### src/rtl/mste_speed_seq_if.sv
// Mega STE speed sequencer signal bundle.
//
// Groups the config-register requests, CPU bus status, cache controller
// handshake and CPU clock-enable/status outputs of mste_speed_seq.
//   master : the sequencer side (drives clken, effective speed/cache, flush, hold)
//   slave  : the environment side (drives requests, address strobe, flush ack)
//
// Signals:
//   req_16mhz       requested speed (1 = 16 MHz)
//   req_cache       requested cache enable
//   cpu_as_n        CPU address strobe, high = bus idle
//   cache_flush_ack cache controller flush complete (level)
//   cpu_clken       one-clk CPU clock-enable pulse
//   speed_16        effective speed currently applied
//   cache_en        effective cache enable currently applied
//   cache_flush     flush request to the cache controller (level)
//   cpu_hold        high while a change is in progress
//   flush_timeout   sticky flush-timeout flag
interface mste_speed_seq_if;
    logic req_16mhz;
    logic req_cache;
    logic cpu_as_n;
    logic cache_flush_ack;
    logic cpu_clken;
    logic speed_16;
    logic cache_en;
    logic cache_flush;
    logic cpu_hold;
    logic flush_timeout;

    modport master (
        input  req_16mhz,
        input  req_cache,
        input  cpu_as_n,
        input  cache_flush_ack,
        output cpu_clken,
        output speed_16,
        output cache_en,
        output cache_flush,
        output cpu_hold,
        output flush_timeout
    );

    modport slave (
        output req_16mhz,
        output req_cache,
        output cpu_as_n,
        output cache_flush_ack,
        input  cpu_clken,
        input  speed_16,
        input  cache_en,
        input  cache_flush,
        input  cpu_hold,
        input  flush_timeout
    );
endinterface

### src/rtl/mste_speed_seq.sv
// Mega STE CPU speed / cache-enable change sequencer.
//
// Produces the CPU clock-enable pulse train (8 or 16 MHz from a 32 MHz clk) and
// applies speed and cache-enable changes requested by the config register only
// at a bus-idle phase boundary, flushing the cache first when the change needs it.
//
// Ports:
//   clk      system clock
//   reset_n  asynchronous active-low reset
//   bus      mste_speed_seq_if.master: requests, bus status, flush handshake,
//            clock-enable and status outputs (all outputs registered)
module mste_speed_seq #(
    parameter int unsigned DIV_8         = 4,
    parameter int unsigned DIV_16        = 2,
    parameter int unsigned FLUSH_TIMEOUT = 64
) (
    input  logic                   clk,
    input  logic                   reset_n,
    mste_speed_seq_if.master       bus
);

    localparam int unsigned DivMax = (DIV_8 > DIV_16) ? DIV_8 : DIV_16;
    localparam int unsigned CntW   = (DivMax > 1) ? $clog2(DivMax) : 1;
    localparam int unsigned ToW    = (FLUSH_TIMEOUT > 1) ? $clog2(FLUSH_TIMEOUT) : 1;

    localparam logic [CntW-1:0] DivLast8  = CntW'(DIV_8 - 1);
    localparam logic [CntW-1:0] DivLast16 = CntW'(DIV_16 - 1);
    localparam logic [ToW-1:0]  ToLast    = ToW'(FLUSH_TIMEOUT - 1);

    typedef enum logic [1:0] {
        StRun,
        StWaitBus,
        StFlush,
        StSwitch
    } state_e;

    state_e          state_q, state_d;
    logic [CntW-1:0] div_cnt_q, div_cnt_d;
    logic [ToW-1:0]  to_cnt_q, to_cnt_d;
    logic            cpu_clken_q, cpu_clken_d;
    logic            speed_16_q, speed_16_d;
    logic            cache_en_q, cache_en_d;
    logic            cache_flush_q, cache_flush_d;
    logic            cpu_hold_q, cpu_hold_d;
    logic            flush_timeout_q, flush_timeout_d;
    logic            s16_q, s16_d;
    logic            scache_q, scache_d;

    logic [CntW-1:0] div_last;
    logic            div_wrap;
    logic            change;
    logic            need_flush;

    always_comb begin
        div_last = speed_16_q ? DivLast16 : DivLast8;
        div_wrap = (div_cnt_q == div_last);
        change   = (bus.req_16mhz != speed_16_q) | (bus.req_cache != cache_en_q);
        // Evaluated on the live requests, which are exactly what gets snapshotted.
        need_flush = (bus.req_cache & ~cache_en_q)
                   | (cache_en_q & (bus.req_16mhz != speed_16_q));

        state_d         = state_q;
        div_cnt_d       = div_cnt_q;
        to_cnt_d        = to_cnt_q;
        cpu_clken_d     = 1'b0;
        speed_16_d      = speed_16_q;
        cache_en_d      = cache_en_q;
        cache_flush_d   = cache_flush_q;
        cpu_hold_d      = 1'b0;
        flush_timeout_d = flush_timeout_q;
        s16_d           = s16_q;
        scache_d        = scache_q;

        case (state_q)
            StRun: begin
                cpu_clken_d = div_wrap;
                div_cnt_d   = div_wrap ? '0 : div_cnt_q + 1'b1;
                if (change) begin
                    state_d = StWaitBus;
                end
            end

            StWaitBus: begin
                if (bus.cpu_as_n && div_wrap) begin
                    // Freeze the CPU at the phase boundary; the pulse that would
                    // have followed this wrap is suppressed because hold wins.
                    s16_d      = bus.req_16mhz;
                    scache_d   = bus.req_cache;
                    div_cnt_d  = '0;
                    to_cnt_d   = '0;
                    cpu_hold_d = 1'b1;
                    if (need_flush) begin
                        cache_flush_d = 1'b1;
                        state_d       = StFlush;
                    end else begin
                        state_d = StSwitch;
                    end
                end else begin
                    cpu_clken_d = div_wrap;
                    div_cnt_d   = div_wrap ? '0 : div_cnt_q + 1'b1;
                end
            end

            StFlush: begin
                cpu_hold_d = 1'b1;
                div_cnt_d  = '0;
                // Ack has priority over a simultaneous timeout.
                if (bus.cache_flush_ack) begin
                    cache_flush_d = 1'b0;
                    state_d       = StSwitch;
                end else if (to_cnt_q == ToLast) begin
                    flush_timeout_d = 1'b1;
                    cache_flush_d   = 1'b0;
                    state_d         = StSwitch;
                end else begin
                    to_cnt_d = to_cnt_q + 1'b1;
                end
            end

            StSwitch: begin
                // Hold stays registered high through the first RUN cycle.
                cpu_hold_d = 1'b1;
                speed_16_d = s16_q;
                cache_en_d = scache_q;
                div_cnt_d  = '0;
                state_d    = StRun;
            end

            default: begin
                state_d = StRun;
            end
        endcase
    end

    always_ff @(posedge clk or negedge reset_n) begin
        if (!reset_n) begin
            state_q         <= StRun;
            div_cnt_q       <= '0;
            to_cnt_q        <= '0;
            cpu_clken_q     <= 1'b0;
            speed_16_q      <= 1'b0;
            cache_en_q      <= 1'b0;
            cache_flush_q   <= 1'b0;
            cpu_hold_q      <= 1'b0;
            flush_timeout_q <= 1'b0;
            s16_q           <= 1'b0;
            scache_q        <= 1'b0;
        end else begin
            state_q         <= state_d;
            div_cnt_q       <= div_cnt_d;
            to_cnt_q        <= to_cnt_d;
            cpu_clken_q     <= cpu_clken_d;
            speed_16_q      <= speed_16_d;
            cache_en_q      <= cache_en_d;
            cache_flush_q   <= cache_flush_d;
            cpu_hold_q      <= cpu_hold_d;
            flush_timeout_q <= flush_timeout_d;
            s16_q           <= s16_d;
            scache_q        <= scache_d;
        end
    end

    assign bus.cpu_clken     = cpu_clken_q;
    assign bus.speed_16      = speed_16_q;
    assign bus.cache_en      = cache_en_q;
    assign bus.cache_flush   = cache_flush_q;
    assign bus.cpu_hold      = cpu_hold_q;
    assign bus.flush_timeout = flush_timeout_q;

endmodule

### src/flat_wrapper.sv
// flat-port wrapper written by rule: the top's interface ports become plain ports
module mste_speed_seq_flat 
#(
    parameter int unsigned DIV_8         = 4,
    parameter int unsigned DIV_16        = 2,
    parameter int unsigned FLUSH_TIMEOUT = 64
)
  (clk, reset_n, bus_req_16mhz, bus_req_cache, bus_cpu_as_n, bus_cache_flush_ack, bus_cpu_clken, bus_speed_16, bus_cache_en, bus_cache_flush, bus_cpu_hold, bus_flush_timeout);
  mste_speed_seq_if bus_i ();
  input  logic clk;
  input  logic reset_n;
  input wire logic [$bits(bus_i.req_16mhz)-1:0] bus_req_16mhz;
  input wire logic [$bits(bus_i.req_cache)-1:0] bus_req_cache;
  input wire logic [$bits(bus_i.cpu_as_n)-1:0] bus_cpu_as_n;
  input wire logic [$bits(bus_i.cache_flush_ack)-1:0] bus_cache_flush_ack;
  output wire logic [$bits(bus_i.cpu_clken)-1:0] bus_cpu_clken;
  output wire logic [$bits(bus_i.speed_16)-1:0] bus_speed_16;
  output wire logic [$bits(bus_i.cache_en)-1:0] bus_cache_en;
  output wire logic [$bits(bus_i.cache_flush)-1:0] bus_cache_flush;
  output wire logic [$bits(bus_i.cpu_hold)-1:0] bus_cpu_hold;
  output wire logic [$bits(bus_i.flush_timeout)-1:0] bus_flush_timeout;
  assign bus_i.req_16mhz = bus_req_16mhz;
  assign bus_i.req_cache = bus_req_cache;
  assign bus_i.cpu_as_n = bus_cpu_as_n;
  assign bus_i.cache_flush_ack = bus_cache_flush_ack;
  assign bus_cpu_clken = bus_i.cpu_clken;
  assign bus_speed_16 = bus_i.speed_16;
  assign bus_cache_en = bus_i.cache_en;
  assign bus_cache_flush = bus_i.cache_flush;
  assign bus_cpu_hold = bus_i.cpu_hold;
  assign bus_flush_timeout = bus_i.flush_timeout;
  mste_speed_seq #(.DIV_8(DIV_8), .DIV_16(DIV_16), .FLUSH_TIMEOUT(FLUSH_TIMEOUT)) u_core (.clk(clk), .reset_n(reset_n), .bus(bus_i));
endmodule
### config.mk
export PLATFORM = sky130hd
export DESIGN_NAME = mste_speed_seq_flat
export DESIGN_NICKNAME = d
export VERILOG_FILES = /design/src/rtl/mste_speed_seq_if.sv /design/src/rtl/mste_speed_seq.sv /design/src/flat_wrapper.sv
export SDC_FILE = /design/constraint.sdc
export NUM_CORES = 1
export LEC_CHECK = 0
export BUFFER_PORTS_ARGS = -buffer_cell sky130_fd_sc_hd__buf_2
export CAP_MARGIN = 20
export CORE_ASPECT_RATIO = 1.2
export CORE_MARGIN = 2
export CORE_UTILIZATION = 53
export CTS_BUF_LIST = sky130_fd_sc_hd__clkbuf_4
export CTS_CLUSTER_SIZE = 20
export DETAILED_ROUTE_END_ITERATION = 8
export PLACE_DENSITY = 0.84
export RECOVER_POWER = 100
export REMOVE_ABC_BUFFERS = 1
export SYNTH_ARGS = -nofsm -noshare
export SYNTH_HDL_FRONTEND = slang
export SYNTH_SLANG_ARGS = --single-unit
### constraint.sdc
create_clock -name clk -period 1.78 [get_ports clk]
set_input_delay 0.356 -clock clk [delete_from_list [all_inputs] [get_ports clk]]
set_output_delay 0.356 -clock clk [all_outputs]
set_load 0.005 [all_outputs]
Word level (Yosys, flattened, before mapping)
Index checks and enable logic that the tools add are counted.
- reductions and logical operators: 9
- equal/unequal tests: 13
- divide/modulo/power cells: 0
- $add $sub $neg: 2
- multipliers: 0
- muxes and demuxes: 23
- order comparisons: 0
- bitwise gates (word level): 6
- shifts and indexed selects: 0
- operators with widths (operator ; count):
    6-bit 2-to-1 mux ; 3
    2-bit 2-to-1 mux ; 7
    6-bit one-hot mux with 2 select lines ; 1
    2-bit one-hot mux with 4 select lines ; 1
    4-bit AND reduction ; 2
    1-bit 2-to-1 mux ; 7
    6-bit by 1-bit adder with 6-bit output (second input constant) ; 1
    6-bit == test (second input constant) ; 1
    2-bit by 1-bit inequality test with 1-bit output (second input constant) ; 3
    1-bit one-hot mux with 2 select lines ; 3
    2-bit one-hot mux with 3 select lines ; 1
    3-bit AND reduction ; 2
    2-bit == test (second input constant) ; 2
    2-bit inequality test (second input constant) ; 2
    3-bit by 2-bit inequality test with 1-bit output (second input constant) ; 1
    2-bit by 1-bit adder with 2-bit output (second input constant) ; 1
    1-bit bitwise AND ; 2
    2-bit by 1-bit == test with 1-bit output (second input constant) ; 1
    2-bit == test ; 1
    2-bit zero test ; 1
    1-bit inequality test ; 2
    1-bit inverter ; 2
    1-bit bitwise OR ; 2
    2-bit AND reduction ; 1
    other kinds (3) ; 3
- memories: 0
- bits in read-only memories: 0
- output and inout port bits: 6
- register bits: 18
- bits in latches: 0
- bits in writable memories: 0

Longest topological paths before layout
- depth in word-level cells: 6
- gate-level depth with buffers: 7

Least setup slack after synthesis
No wires, ideal clock.
- path type: flip-flop to flip-flop
- start point: register u_core.state_q[0]
- end point: register u_core.to_cnt_q[3]
- stages on the path, launching flop included: 8
- required time: 1.656 ns
- arrival time: 1.567 ns
- path buffers: 1
- setup time: 0.124 ns
- period minus slack after synthesis: 1.691 ns
- setup slack: 0.089 ns
- path through: dfrtp_1 inv_1 ha_1 buf_2 nor2b_1 o21a_1 o21ai_1 a211o_1
- word-level cells in the longest chain between the ends: 3
- elaborated cells on any way between the ends: 8
- those cells by class: eq/ne: 5; mux: 1; reduce/logical: 2
- ends and longest elaborated chain (element ; RTL line ; source):
    start, declared ; mste_speed_seq.sv:37 ; state_e state_q, state_d;
    start signal, assigned ; mste_speed_seq.sv:137 ; state_q <= StRun;
    start signal, assigned ; mste_speed_seq.sv:149 ; state_q <= state_d;
    2-bit == test or 2-bit by 1-bit == test with 1-bit output (tied branches) ; mste_speed_seq.sv:74 ; case (state_q)
    2-bit inequality test (no line), or another cell as far along ; -- ;
    4-bit AND reduction (no line) ; -- ;
    end signal, assigned ; mste_speed_seq.sv:151 ; to_cnt_q <= to_cnt_d;
    end, declared ; mste_speed_seq.sv:39 ; logic [ToW-1:0] to_cnt_q, to_cnt_d;
Parallel ways exist; a longest one is shown, timed or not.
A chain may end at the register's enable or synchronous reset.

Final worst setup path
- start point: register u_core.state_q[1]
- end point: register u_core.to_cnt_q[4]
Same word-level chain as after synthesis.

==> flow_metrics.tcl <==
set metrics [dict create \
    yosys.area.top_type "dfrtp_1" \
    drt_wl_total_um 1796 \
    yosysSeqAreaShare_pct 46.09 \
    hold_viol_final 0 \
    crit_path_start_kind "flip-flop" \
    reg2reg_to "u_core.to_cnt_q[4]" \
    async_flop_share_pct 100.0 \
    num_vias 766 \
    drive_gt1_share_pct 22.64 \
    antenna_found_initial 0 \
    fin_nets 118 \
    place_congestion 0.8196 \
    rows 17 \
    synth-edff-count 0 \
    crit_fanout 6 \
    wl_per_cell_um 14.37 \
    drv_slew 0 \
    h-tree-depth 1 \
    cts_buffer_depth 2 \
    p_leak_nw 0.5317 \
    start_util_pct 54.69 \
    path_class "reg2reg" \
    avgSynthCellArea_sq_um 10.98 \
    synthTopCellsByArea "dfrtp_1, ha_1, mux2_2, a22o_1, nor2_1" \
    setup_viol 0 \
    pre_cts_ws_ns -0.03060 \
    dp_hpwl_um 1365 \
    crit_required_ns 1.97 \
    die_y_um 51.04 \
    die_w_um 43.20 \
    yosysUniqueCellTypes 35 \
    worstHoldStart "bus_req_16mhz" \
    track_usage_pct 19.16 \
    timing.final.ws_setup_ns 0.08480 \
    stdcell_count 125 \
    regArea_sq_um 450.4 \
    r2r-start "u_core.state_q[1]" \
    drc_errors 0 \
    r2r_slack_ns 0.08 \
    status "completed" \
    grt_pass1_vias 755 \
    power.density_mw_per_mm2 1593 \
    postRouteAntennaNets 0 \
    cts_setup_buffers 0 \
    antenna_cells 0 \
    min_period_ns 1.695 \
    die_area_sq_mm 0.002204 \
    rsz0062_at_grt "no" \
    dr.first_iter.drc_count 21 \
    tightest_slew_ns 0.9181 \
    synth_top_area_share_pct 46.09 \
    ioPinCount 12 \
    cts.sinks 18 \
    syn_area_sq_um 977.2 \
    clk_latency_ns 0.29 \
    hold_depth 2 \
    critPathArrivalTime_ns 1.89 \
    r2r_cells 6 \
    clk_pin_slew_ns 0.10 \
    ys.warnings.count 0 \
    syn-instance-count 89 \
    synth_common_cells "dfrtp_1, nor2_1, ha_1, mux2_2" \
    fin_crit_sh_pct 95.24 \
    grt-ovfl-total 0 \
    irDropWorstVdd_v 0.0008607 \
    cts_buffers 3 \
    drv_cap 0 \
    fmax_mhz 589.9 \
    synth_flop_cell "dfrtp_1" \
    multi_input_area_sq_um 511.7 \
    end_kind "flip-flop" \
    slew_headroom_pct 38.80 \
    port_buffers 11 \
    grt_pass1_wl_um 3125 \
    drt-pass1-iter-count 6 \
    place_inst 120 \
    yosys_register_bits 18 \
    skew_ns 0.004635 \
    grt_max_degree 19 \
    hold_path_class "in2reg" \
    holdPathEnd "u_core.s16_q" \
    avgViaCountPerCell 6.128 \
    core-area_sq_mm 0.001787 \
    synth.most_common_cell "dfrtp_1" \
    fill_cells 153 \
    cts_tree "yes" \
    root_buffer "clkbuf_4" \
    area_delta_synth_final_pct 12.42 \
]
## layer usage
metal	global-route usage, %	up-vias	wire length, um	share of wire, %
met5	0	-	0	0
met4	13.64	0	55	3.1
met3	2.120	5	64	3.6
met2	32.59	16	906	50
met1	21.87	376	769	43
li1	-	369	-	-
## area by class of cell
class,instances,share of cell area [%]
clock buffer,3,2.050
clock inverter,1,0.3417
tap,19,2.164
multi-input combinational,66,46.58
timing repair buffer,14,6.492
sequential,18,41.00
inverter,4,1.367
## timing repair
item	in CTS	in global routing
setup endpoints to repair	2	5
resized for setup	1	2
hold endpoints to repair	18	0
hold buffers	1	0
## state kept, by name, summed over array words and instances (netlist names)
name / count
u_core.bus.cpu_hold: 1
u_core.state_q: 2
u_core.div_cnt_q: 2
u_core.bus.cache_en: 1
u_core.to_cnt_q: 6
u_core.bus.flush_timeout: 1
u_core.s16_q: 1
u_core.bus.speed_16: 1
u_core.bus.cpu_clken: 1
u_core.scache_q: 1
u_core.bus.cache_flush: 1
## how the worst max path moves through the flow
stage | depth (start not counted) | slack [ns] | endpoint | start
6_report | 6 | 0.08 | u_core.to_cnt_q[4] | u_core.state_q[1]
5_1_grt | 6 | 0.02 | u_core.to_cnt_q[4] | u_core.state_q[1]
4_1_cts | 6 | 0.02 | u_core.to_cnt_q[4] | u_core.state_q[1]
2_1_floorplan | 6 | 0.09 | u_core.to_cnt_q[3] | u_core.state_q[0]
3_5_place_dp | 6 | -0.03 | u_core.to_cnt_q[0] | u_core.state_q[1]
3_3_place_gp | 6 | 0.02 | u_core.to_cnt_q[3] | u_core.state_q[1]
## critical path, stage by stage, from the launching register on
cell	delay [ns]
dfrtp_1	0.43
inv_1	0.11
ha_2	0.25
inv_1	0.12
a31o_2	0.27
a22o_1	0.21
a22o_1	0.22
## metrics by stage
| step | hold slack (ns) | utilization (%) | cell area [sq um] | total power [mW] | setup TNS [ns] |
|---|---|---|---|---|---|
| 5_1_grt | 0.3207 | 61.48 | 1099 | 1.893 | 0 |
| 6_report | 0.3172 | 61.48 | 1099 | 1.750 | 0 |
| 3_5_place_dp | 0.3004 | 59.66 | 1066 | 1.556 | -0.05258 |
| 4_1_cts | 0.3135 | 62.18 | 1111 | 1.786 | 0 |
| 2_1_floorplan | 0.06041 | - | 972.2 | 1.306 | 0 |
| 3_3_place_gp | 0.2982 | 59.66 | 1066 | 1.516 | 0 |
## cells in the final DEF (no fill, tap or decap), drive strengths merged, types with 2 or more instances in the layout
master / instances
a31o: 2
o41ai: 2
a22o: 4
a211o: 2
nand3: 4
o21ai: 4
and3: 3
inv: 4
nor4b: 2
nor2: 9
a21oi: 2
ha: 5
buf: 8
xnor2: 2
nand4: 2
mux2i: 2
clkbuf: 8
nand2: 2
nor2b: 2
nor3: 2
dfrtp: 18
mux2: 5
## cell families (layout without fill, tap and decap cells)
| logic type | Yosys count | after routing | share of synthesized area (%) |
|---|---|---|---|
| AND/OR/NAND/NOR | 29 | 29 | 15.75 |
| AO/OA/AOI/OAI | 22 | 22 | 18.44 |
| flip-flops | 18 | 18 | 46.09 |
| multiplexers | 7 | 7 | 7.810 |
| adder cells (fa/ha/maj) | 5 | 5 | 6.402 |
| buffers and inverters | 5 | 22 | 2.048 |
| XOR/XNOR | 3 | 3 | 3.458 |
## power breakdown
part / total (mW) / internal [mW] / switching, mW
clock network: 0.202 / 0.0817 / 0.121
logic: 0.860 / 0.399 / 0.461
registers: 0.688 / 0.556 / 0.133
Note: power is estimated with default switching activity, not from simulation.
